[src/rtl/pipe_hazard_ctrl_pkg.sv]
// Shared definitions for the pipeline hazard/flush controller.
package pipe_hazard_ctrl_pkg;

  // Architectural register index width (x0..x31).
  localparam int REG_IDX_W = 5;

  // Default width of the performance counters.
  localparam int CNT_W_DEF = 32;

  // Hazard controller states.
  typedef enum logic {
    HZ_RUN      = 1'b0,
    HZ_LU_STALL = 1'b1
  } hz_state_e;

endpackage

[src/rtl/pipe_hazard_ctrl_if.sv]
// Bundle of pipeline-facing signals of the hazard controller.
// The slave side is the controller; the master side is the pipeline.
interface pipe_hazard_ctrl_if
  import pipe_hazard_ctrl_pkg::*;
#(
  parameter int CNT_W = CNT_W_DEF
);
  logic [REG_IDX_W-1:0] ID_rs1;
  logic [REG_IDX_W-1:0] ID_rs2;
  logic                 ID_rs1_used;
  logic                 ID_rs2_used;
  logic                 EX_mem_read;
  logic [REG_IDX_W-1:0] EX_rd;
  logic                 ID_branch;
  logic                 ID_unconditional_jmp;
  logic                 ID_pred_take;
  logic                 EX_branch;
  logic                 EX_unconditional_jmp;
  logic                 EX_zero;
  logic                 imem_ready;
  logic                 perf_clear;

  logic                 EX_stall;
  logic                 IFID_write_en;
  logic                 IFID_flush;
  logic                 IDEX_flush;
  logic                 mispredict;
  logic [CNT_W-1:0]     perf_branch_cnt;
  logic [CNT_W-1:0]     perf_mispred_cnt;
  logic [CNT_W-1:0]     perf_stall_cnt;

  modport slave (
    input  ID_rs1, ID_rs2, ID_rs1_used, ID_rs2_used, EX_mem_read, EX_rd,
           ID_branch, ID_unconditional_jmp, ID_pred_take,
           EX_branch, EX_unconditional_jmp, EX_zero, imem_ready, perf_clear,
    output EX_stall, IFID_write_en, IFID_flush, IDEX_flush, mispredict,
           perf_branch_cnt, perf_mispred_cnt, perf_stall_cnt
  );

  modport master (
    output ID_rs1, ID_rs2, ID_rs1_used, ID_rs2_used, EX_mem_read, EX_rd,
           ID_branch, ID_unconditional_jmp, ID_pred_take,
           EX_branch, EX_unconditional_jmp, EX_zero, imem_ready, perf_clear,
    input  EX_stall, IFID_write_en, IFID_flush, IDEX_flush, mispredict,
           perf_branch_cnt, perf_mispred_cnt, perf_stall_cnt
  );

endinterface

[src/rtl/pipe_hazard_ctrl_sat_counter.sv]
// Saturating up-counter with synchronous clear (clear beats increment).
module sat_counter #(
  parameter int W = 32
) (
  input  logic         clk,
  input  logic         reset,
  input  logic         i_clr,
  input  logic         i_inc,
  output logic [W-1:0] o_cnt
);

  logic [W-1:0] r_cnt;

  // Count events, sticking at all-ones instead of wrapping.
  always_ff @(posedge clk or negedge reset) begin
    if (!reset) begin
      r_cnt <= '0;
    end else if (i_clr) begin
      r_cnt <= '0;
    end else if (i_inc && (r_cnt != '1)) begin
      r_cnt <= r_cnt + W'(1);
    end
  end

  assign o_cnt = r_cnt;

endmodule

[src/rtl/pipe_hazard_ctrl.sv]
// Hazard and flush controller for the five-stage pipeline: load-use
// stalls, imem wait states, ID redirects and EX branch mispredicts.
module pipe_hazard_ctrl
  import pipe_hazard_ctrl_pkg::*;
#(
  parameter int CNT_W           = CNT_W_DEF,
  parameter int LU_STALL_CYCLES = 1
) (
  input  logic              clk,
  input  logic              reset,
  pipe_hazard_ctrl_if.slave hz
);

  // Remaining bubbles after the first one, loaded on LU_STALL entry.
  localparam logic [2:0] LU_RELOAD = 3'(LU_STALL_CYCLES - 1);

  hz_state_e  r_state;
  hz_state_e  w_state_next;
  logic [2:0] r_lu_cnt;
  logic [2:0] w_lu_cnt_next;
  logic       r_ex_valid;
  logic       r_ex_pred;

  logic w_lu_hit;
  logic w_ex_cond;
  logic w_mispredict;
  logic w_ex_stall;
  logic w_ifid_we;
  logic w_ifid_flush;
  logic w_idex_flush;

  // Hazard detection: a load in EX feeding a source read in ID.
  assign w_lu_hit = hz.EX_mem_read && (hz.EX_rd != '0) &&
                    ((hz.ID_rs1_used && (hz.ID_rs1 == hz.EX_rd)) ||
                     (hz.ID_rs2_used && (hz.ID_rs2 == hz.EX_rd)));

  // A conditional branch resolving in EX that carries a tracked prediction.
  assign w_ex_cond    = hz.EX_branch && !hz.EX_unconditional_jmp && r_ex_valid;
  assign w_mispredict = w_ex_cond && (r_ex_pred != hz.EX_zero);

  // Prioritised control decode and next-state logic.
  always_comb begin
    w_ex_stall    = 1'b0;
    w_ifid_we     = 1'b1;
    w_ifid_flush  = 1'b0;
    w_idex_flush  = 1'b0;
    w_state_next  = r_state;
    w_lu_cnt_next = r_lu_cnt;
    if (w_mispredict) begin
      // Redirect wins over every stall source; any pending stall is dropped.
      w_ifid_flush  = 1'b1;
      w_idex_flush  = 1'b1;
      w_state_next  = HZ_RUN;
      w_lu_cnt_next = '0;
    end else if (!hz.imem_ready) begin
      // Fetch not ready: hold the front end, stall bookkeeping frozen.
      w_ex_stall   = 1'b1;
      w_ifid_we    = 1'b0;
      w_idex_flush = 1'b1;
    end else if (((r_state == HZ_RUN) && w_lu_hit) || (r_state == HZ_LU_STALL)) begin
      w_ex_stall   = 1'b1;
      w_ifid_we    = 1'b0;
      w_idex_flush = 1'b1;
      if (r_state == HZ_RUN) begin
        if (LU_STALL_CYCLES > 1) begin
          w_state_next  = HZ_LU_STALL;
          w_lu_cnt_next = LU_RELOAD;
        end
      end else begin
        w_lu_cnt_next = r_lu_cnt - 3'd1;
        if (r_lu_cnt == 3'd1) begin
          w_state_next = HZ_RUN;
        end
      end
    end else if (hz.ID_branch || hz.ID_unconditional_jmp) begin
      // The sequentially fetched instruction is on the wrong path.
      w_ifid_flush = 1'b1;
    end
  end

  // FSM state and load-use bubble counter.
  always_ff @(posedge clk or negedge reset) begin
    if (!reset) begin
      r_state  <= HZ_RUN;
      r_lu_cnt <= '0;
    end else begin
      r_state  <= w_state_next;
      r_lu_cnt <= w_lu_cnt_next;
    end
  end

  // Carry the prediction of a conditional branch from ID into EX.
  always_ff @(posedge clk or negedge reset) begin
    if (!reset) begin
      r_ex_valid <= 1'b0;
      r_ex_pred  <= 1'b0;
    end else if (w_idex_flush) begin
      r_ex_valid <= 1'b0;
    end else begin
      r_ex_valid <= hz.ID_branch && !hz.ID_unconditional_jmp;
      r_ex_pred  <= hz.ID_pred_take;
    end
  end

  // Performance counters: 0 = branches, 1 = mispredicts, 2 = stall cycles.
  logic [2:0]       w_cnt_inc;
  logic [CNT_W-1:0] w_cnt [3];

  assign w_cnt_inc = {w_ex_stall, w_mispredict, w_ex_cond};

  generate
    for (genvar gi = 0; gi < 3; gi++) begin : g_cnt
      sat_counter #(.W(CNT_W)) u_cnt (
        .clk   (clk),
        .reset (reset),
        .i_clr (hz.perf_clear),
        .i_inc (w_cnt_inc[gi]),
        .o_cnt (w_cnt[gi])
      );
    end
  endgenerate

  assign hz.EX_stall         = w_ex_stall;
  assign hz.IFID_write_en    = w_ifid_we;
  assign hz.IFID_flush       = w_ifid_flush;
  assign hz.IDEX_flush       = w_idex_flush;
  assign hz.mispredict       = w_mispredict;
  assign hz.perf_branch_cnt  = w_cnt[0];
  assign hz.perf_mispred_cnt = w_cnt[1];
  assign hz.perf_stall_cnt   = w_cnt[2];

endmodule

[src/flat_wrapper.sv]
// flat-port wrapper written by rule: the top's interface ports become plain ports
module pipe_hazard_ctrl_flat import pipe_hazard_ctrl_pkg::*;
#(
  parameter int CNT_W           = CNT_W_DEF,
  parameter int LU_STALL_CYCLES = 1
)
  (clk, reset, hz_ID_rs1, hz_ID_rs2, hz_ID_rs1_used, hz_ID_rs2_used, hz_EX_mem_read, hz_EX_rd, hz_ID_branch, hz_ID_unconditional_jmp, hz_ID_pred_take, hz_EX_branch, hz_EX_unconditional_jmp, hz_EX_zero, hz_imem_ready, hz_perf_clear, hz_EX_stall, hz_IFID_write_en, hz_IFID_flush, hz_IDEX_flush, hz_mispredict, hz_perf_branch_cnt, hz_perf_mispred_cnt, hz_perf_stall_cnt);
  pipe_hazard_ctrl_if #(.CNT_W(CNT_W)) hz_i ();
  input  logic clk;
  input  logic reset;
  input wire logic [$bits(hz_i.ID_rs1)-1:0] hz_ID_rs1;
  input wire logic [$bits(hz_i.ID_rs2)-1:0] hz_ID_rs2;
  input wire logic [$bits(hz_i.ID_rs1_used)-1:0] hz_ID_rs1_used;
  input wire logic [$bits(hz_i.ID_rs2_used)-1:0] hz_ID_rs2_used;
  input wire logic [$bits(hz_i.EX_mem_read)-1:0] hz_EX_mem_read;
  input wire logic [$bits(hz_i.EX_rd)-1:0] hz_EX_rd;
  input wire logic [$bits(hz_i.ID_branch)-1:0] hz_ID_branch;
  input wire logic [$bits(hz_i.ID_unconditional_jmp)-1:0] hz_ID_unconditional_jmp;
  input wire logic [$bits(hz_i.ID_pred_take)-1:0] hz_ID_pred_take;
  input wire logic [$bits(hz_i.EX_branch)-1:0] hz_EX_branch;
  input wire logic [$bits(hz_i.EX_unconditional_jmp)-1:0] hz_EX_unconditional_jmp;
  input wire logic [$bits(hz_i.EX_zero)-1:0] hz_EX_zero;
  input wire logic [$bits(hz_i.imem_ready)-1:0] hz_imem_ready;
  input wire logic [$bits(hz_i.perf_clear)-1:0] hz_perf_clear;
  output wire logic [$bits(hz_i.EX_stall)-1:0] hz_EX_stall;
  output wire logic [$bits(hz_i.IFID_write_en)-1:0] hz_IFID_write_en;
  output wire logic [$bits(hz_i.IFID_flush)-1:0] hz_IFID_flush;
  output wire logic [$bits(hz_i.IDEX_flush)-1:0] hz_IDEX_flush;
  output wire logic [$bits(hz_i.mispredict)-1:0] hz_mispredict;
  output wire logic [$bits(hz_i.perf_branch_cnt)-1:0] hz_perf_branch_cnt;
  output wire logic [$bits(hz_i.perf_mispred_cnt)-1:0] hz_perf_mispred_cnt;
  output wire logic [$bits(hz_i.perf_stall_cnt)-1:0] hz_perf_stall_cnt;
  assign hz_i.ID_rs1 = hz_ID_rs1;
  assign hz_i.ID_rs2 = hz_ID_rs2;
  assign hz_i.ID_rs1_used = hz_ID_rs1_used;
  assign hz_i.ID_rs2_used = hz_ID_rs2_used;
  assign hz_i.EX_mem_read = hz_EX_mem_read;
  assign hz_i.EX_rd = hz_EX_rd;
  assign hz_i.ID_branch = hz_ID_branch;
  assign hz_i.ID_unconditional_jmp = hz_ID_unconditional_jmp;
  assign hz_i.ID_pred_take = hz_ID_pred_take;
  assign hz_i.EX_branch = hz_EX_branch;
  assign hz_i.EX_unconditional_jmp = hz_EX_unconditional_jmp;
  assign hz_i.EX_zero = hz_EX_zero;
  assign hz_i.imem_ready = hz_imem_ready;
  assign hz_i.perf_clear = hz_perf_clear;
  assign hz_EX_stall = hz_i.EX_stall;
  assign hz_IFID_write_en = hz_i.IFID_write_en;
  assign hz_IFID_flush = hz_i.IFID_flush;
  assign hz_IDEX_flush = hz_i.IDEX_flush;
  assign hz_mispredict = hz_i.mispredict;
  assign hz_perf_branch_cnt = hz_i.perf_branch_cnt;
  assign hz_perf_mispred_cnt = hz_i.perf_mispred_cnt;
  assign hz_perf_stall_cnt = hz_i.perf_stall_cnt;
  pipe_hazard_ctrl #(.CNT_W(CNT_W), .LU_STALL_CYCLES(LU_STALL_CYCLES)) u_core (.clk(clk), .reset(reset), .hz(hz_i));
endmodule
[config.mk]
export PLATFORM = sky130hd
export DESIGN_NAME = pipe_hazard_ctrl_flat
export DESIGN_NICKNAME = d
export VERILOG_FILES = /design/src/rtl/pipe_hazard_ctrl_pkg.sv /design/src/rtl/pipe_hazard_ctrl_if.sv /design/src/rtl/pipe_hazard_ctrl_sat_counter.sv /design/src/rtl/pipe_hazard_ctrl.sv /design/src/flat_wrapper.sv
export SDC_FILE = /design/constraint.sdc
export NUM_CORES = 1
export LEC_CHECK = 0
export BUFFER_PORTS_ARGS = -buffer_cell sky130_fd_sc_hd__buf_2
export CAP_MARGIN = 20
export CORE_UTILIZATION = 54
export CTS_CLUSTER_SIZE = 25
export DETAILED_ROUTE_END_ITERATION = 10
export GPL_ROUTABILITY_DRIVEN = 0
export PLACE_DENSITY_LB_ADDON = 0.3
export REMOVE_ABC_BUFFERS = 1
export SLEW_MARGIN = 15
export SYNTH_ARGS = -nofsm -noshare
export SYNTH_HDL_FRONTEND = slang
export SYNTH_SLANG_ARGS = --single-unit
[constraint.sdc]
create_clock -name clk -period 3 [get_ports clk]
set_input_delay 0.3 -clock clk [delete_from_list [all_inputs] [get_ports clk]]
set_output_delay 0.3 -clock clk [all_outputs]
set_load 0.01 [all_outputs]
==> results.tsv <==
metric	value	unit
fin_crit	2.63	ns
cts_num_sinks	102	
floorplan.core_area	9860	sq um
regArea	2550	sq um
tritoncts	done	
power.switching	557	uW
worstHoldPathType	primary input to flip-flop	
critical_path_class	flip-flop to output port	
timing.critical_path.arrival	2.33	ns
cts.repair.resized	0	
grt_pass1_wl	21300	um
antenna_found_initial	0	
drt_iter0_drcs	246	
finish.net_count	773	
die_width	104	um
endpoint_kind	output port	
p_seq_frac	0.606	
combined_area_of_all_synthesized_cells	5570	sq um
fp.dieArea	10700	sq um
cts_htree_levels	3	
slew-limit-headroom	0.290	
instance_count_of_the_mapped_netlist	613	
remaining_design_rule_violation_count	0	
route.detailed.vias_per_inst	5.70	
final-instance-count-excl-fill	877	
drv.max_cap_violation_count	0	
final_slew_viol_count	0	
synth_warnings	0	
grt-ovfl-total	0	
swShare	0.242	
ys_ff_latch	102	
die_y	104	um
synth-edff-count	0	
setup_viol	0	
p_r_area_growth_vs_syn	17.7	%
finalCritPeriodShare	0.876	
layout.cells.most_common_list	127 x buf_2, 102 x dfrtp_1, 83 x nor2_1	
route.antenna.remaining_nets	0	
numPlacedInstances	861	
comb_power_share	0.072	
highest_net_fanout_along_the_worst_path	13	
vias	4999	
grt.total_usage	0.241	
clockRootBuffer	clkbuf_8	
insertion_delay	0.36	ns
power.internal	1.74	mW
drive_above_1_share	0.224	
cts_made_buffers	9	
synth-seq-area-share	0.458	
start_kind	flip-flop	
fillers	828	
power.share.clock	0.321	
ir_drop	0.000203	V
drt-total-wl	12600	um
detailedPlacementHpwl	9130	um
final_std_cell_area_no_fill	6550	sq um
placement.io_buffers	128	
worstMarginPinSlew	1.07	ns
grt_setup_unrepaired	false	
fp_rows	36	
firstDrtPassIters	5	
floorplan.io_pins	129	
multiInputGateArea	2890	sq um
synth_cell_types	47	
wl_per_cell	14.4	um
grt_start_max_net_pins	63	
start_util	0.564	
synth_top_flop_cell	dfrtp_1	
postSynth.asyncResetShare	1.00	
diodes	0	
clk_pin_slew_worst_paths	0.09	ns
cts-root-to-sink-buffers	2	
dp_area	6390	sq um
powerDensity	351	nW/um^2
fin_worst_skew	0.00673	ns
hold_viol	0	
achievable-frequency	380	MHz
most_frequent_standard_cell_in_the_layout_excluding_fill_and_tap_cells	buf_2	
first_global_vias	4584	
fin_tns_setup	0	ns
status	finished, final reports clean	
post-cts-setup-buffer-count	0	
worst_ep_required	2.70	ns
total_leakage_power	2.97	nW
synthesis.area_per_instance	9.08	sq um
==> cell usage after synthesis, types with 2 or more instances <==
cell	instances	share of area
o31ai_1	6	0.0081
nor4_1	17	0.019
mux2_2	8	0.016
a211oi_1	2	0.0027
xor2_1	25	0.039
and3b_1	2	0.0031
clkbuf_1	19	0.013
nor2b_1	11	0.012
o2111ai_1	2	0.0031
buf_2	4	0.0036
inv_1	10	0.0067
or2_2	2	0.0022
nor3_1	23	0.021
ha_1	5	0.011
nand2b_1	2	0.0022
nor2_1	83	0.056
a21oi_1	29	0.026
nor3b_1	4	0.0054
and4_1	12	0.019
or3_1	19	0.021
nand3_1	41	0.037
nand4_1	26	0.029
nand2_1	49	0.033
o21ai_0	22	0.020
and3_1	13	0.015
dfrtp_1	102	0.46
and2_1	2	0.0022
or4_1	9	0.012
mux2i_1	2	0.0036
xnor2_1	45	0.071
==> kinds of logic (layout without fill, tap and decap cells) <==
group,after synthesis,after routing,share of synthesized area
multiplexers,10,10,0.0198
flip-flops,102,102,0.458
XOR/XNOR,70,70,0.110
buffers and inverters,34,165,0.0238
AO/OA/AOI/OAI,70,70,0.0730
adder cells (fa/ha/maj),5,5,0.0112
AND/OR/NAND/NOR,322,322,0.304
==> path summary, 6_finish.rpt <==
kind                                    startpoint                         endpoint  slack [ns]  depth (start not counted)
setup / recovery                  u_core.r_ex_pred                    hz_IFID_flush        0.37                          8
hold / removal             hz_ID_unconditional_jmp                u_core.r_ex_valid        0.11                          2
setup reg to reg                  u_core.r_ex_pred  u_core.g_cnt[2].u_cnt.o_cnt[23]        0.44                          7
hold reg to reg                 u_core.r_lu_cnt[1]               u_core.r_lu_cnt[1]        0.52                          2
max in group asynchronous                    reset   u_core.g_cnt[2].u_cnt.o_cnt[0]        1.83                          3
min in group asynchronous                    reset  u_core.g_cnt[1].u_cnt.o_cnt[15]        0.46                          2
==> what timing repair did <==
| item | CTS | global route |
|---|---|---|
| endpoints found under the hold margin | 40 | 0 |
| hold buffers | 1 | 0 |
| setup endpoints to repair | 0 | 0 |
==> per-layer routing <==
layer | track usage | wire length [um] | vias up
met5 | 0 | 0 | -
met4 | 0.102 | 202 | 0
li1 | - | - | 2435
met2 | 0.394 | 6100 | 144
met3 | 0.0409 | 628 | 16
met1 | 0.317 | 5680 | 2404
==> critical path: stages, from the launching register on <==
cell and delay (ns):
dfrtp_1 0.43, xor2_1 0.19, nand2_1 0.19, inv_2 0.12
a21oi_1 0.32, nand2_1 0.34, inv_1 0.19, nor2_1 0.06
buf_2 0.14
==> through the flow <==
step / utilization / total power [mW] / hold WS [ns] / setup slack [ns]
floorplan: - / 1.48 / 0.00441 / 0.0829
global placement: 0.648 / 1.58 / 0.316 / 0.532
detailed placement: 0.648 / 1.59 / 0.322 / 0.462
CTS: 0.664 / 2.32 / 0.101 / 0.381
global route: 0.664 / 2.40 / 0.105 / 0.196
finish: 0.664 / 2.30 / 0.115 / 0.371
==> area by class of cell <==
cell class,instances,area share
multi-input cells,477,0.441
flip-flops and latches,102,0.390
repair buffers,139,0.115
well taps,133,0.0254
clock buffers,13,0.0212
inverters,11,0.00630
clock inverters,2,0.00153
==> power by group through the flow <==
stage	Combinational (mW)	Sequential, mW	Clock, mW
3_3_place_gp	0.161	1.42	0
3_5_place_dp	0.167	1.42	0
5_1_grt	0.188	1.39	0.817
4_1_cts	0.169	1.39	0.760
6_report	0.166	1.39	0.738
2_1_floorplan	0.0625	1.42	0
==> sequential cells by signal, indices dropped and copies added, names as in the netlist <==
signal and cells:
u_core.r_state 1, u_core.g_cnt.u_cnt.o_cnt 96, u_core.r_ex_valid 1, u_core.r_lu_cnt 3, u_core.r_ex_pred 1
Note: power is estimated with default switching activity, not from simulation.
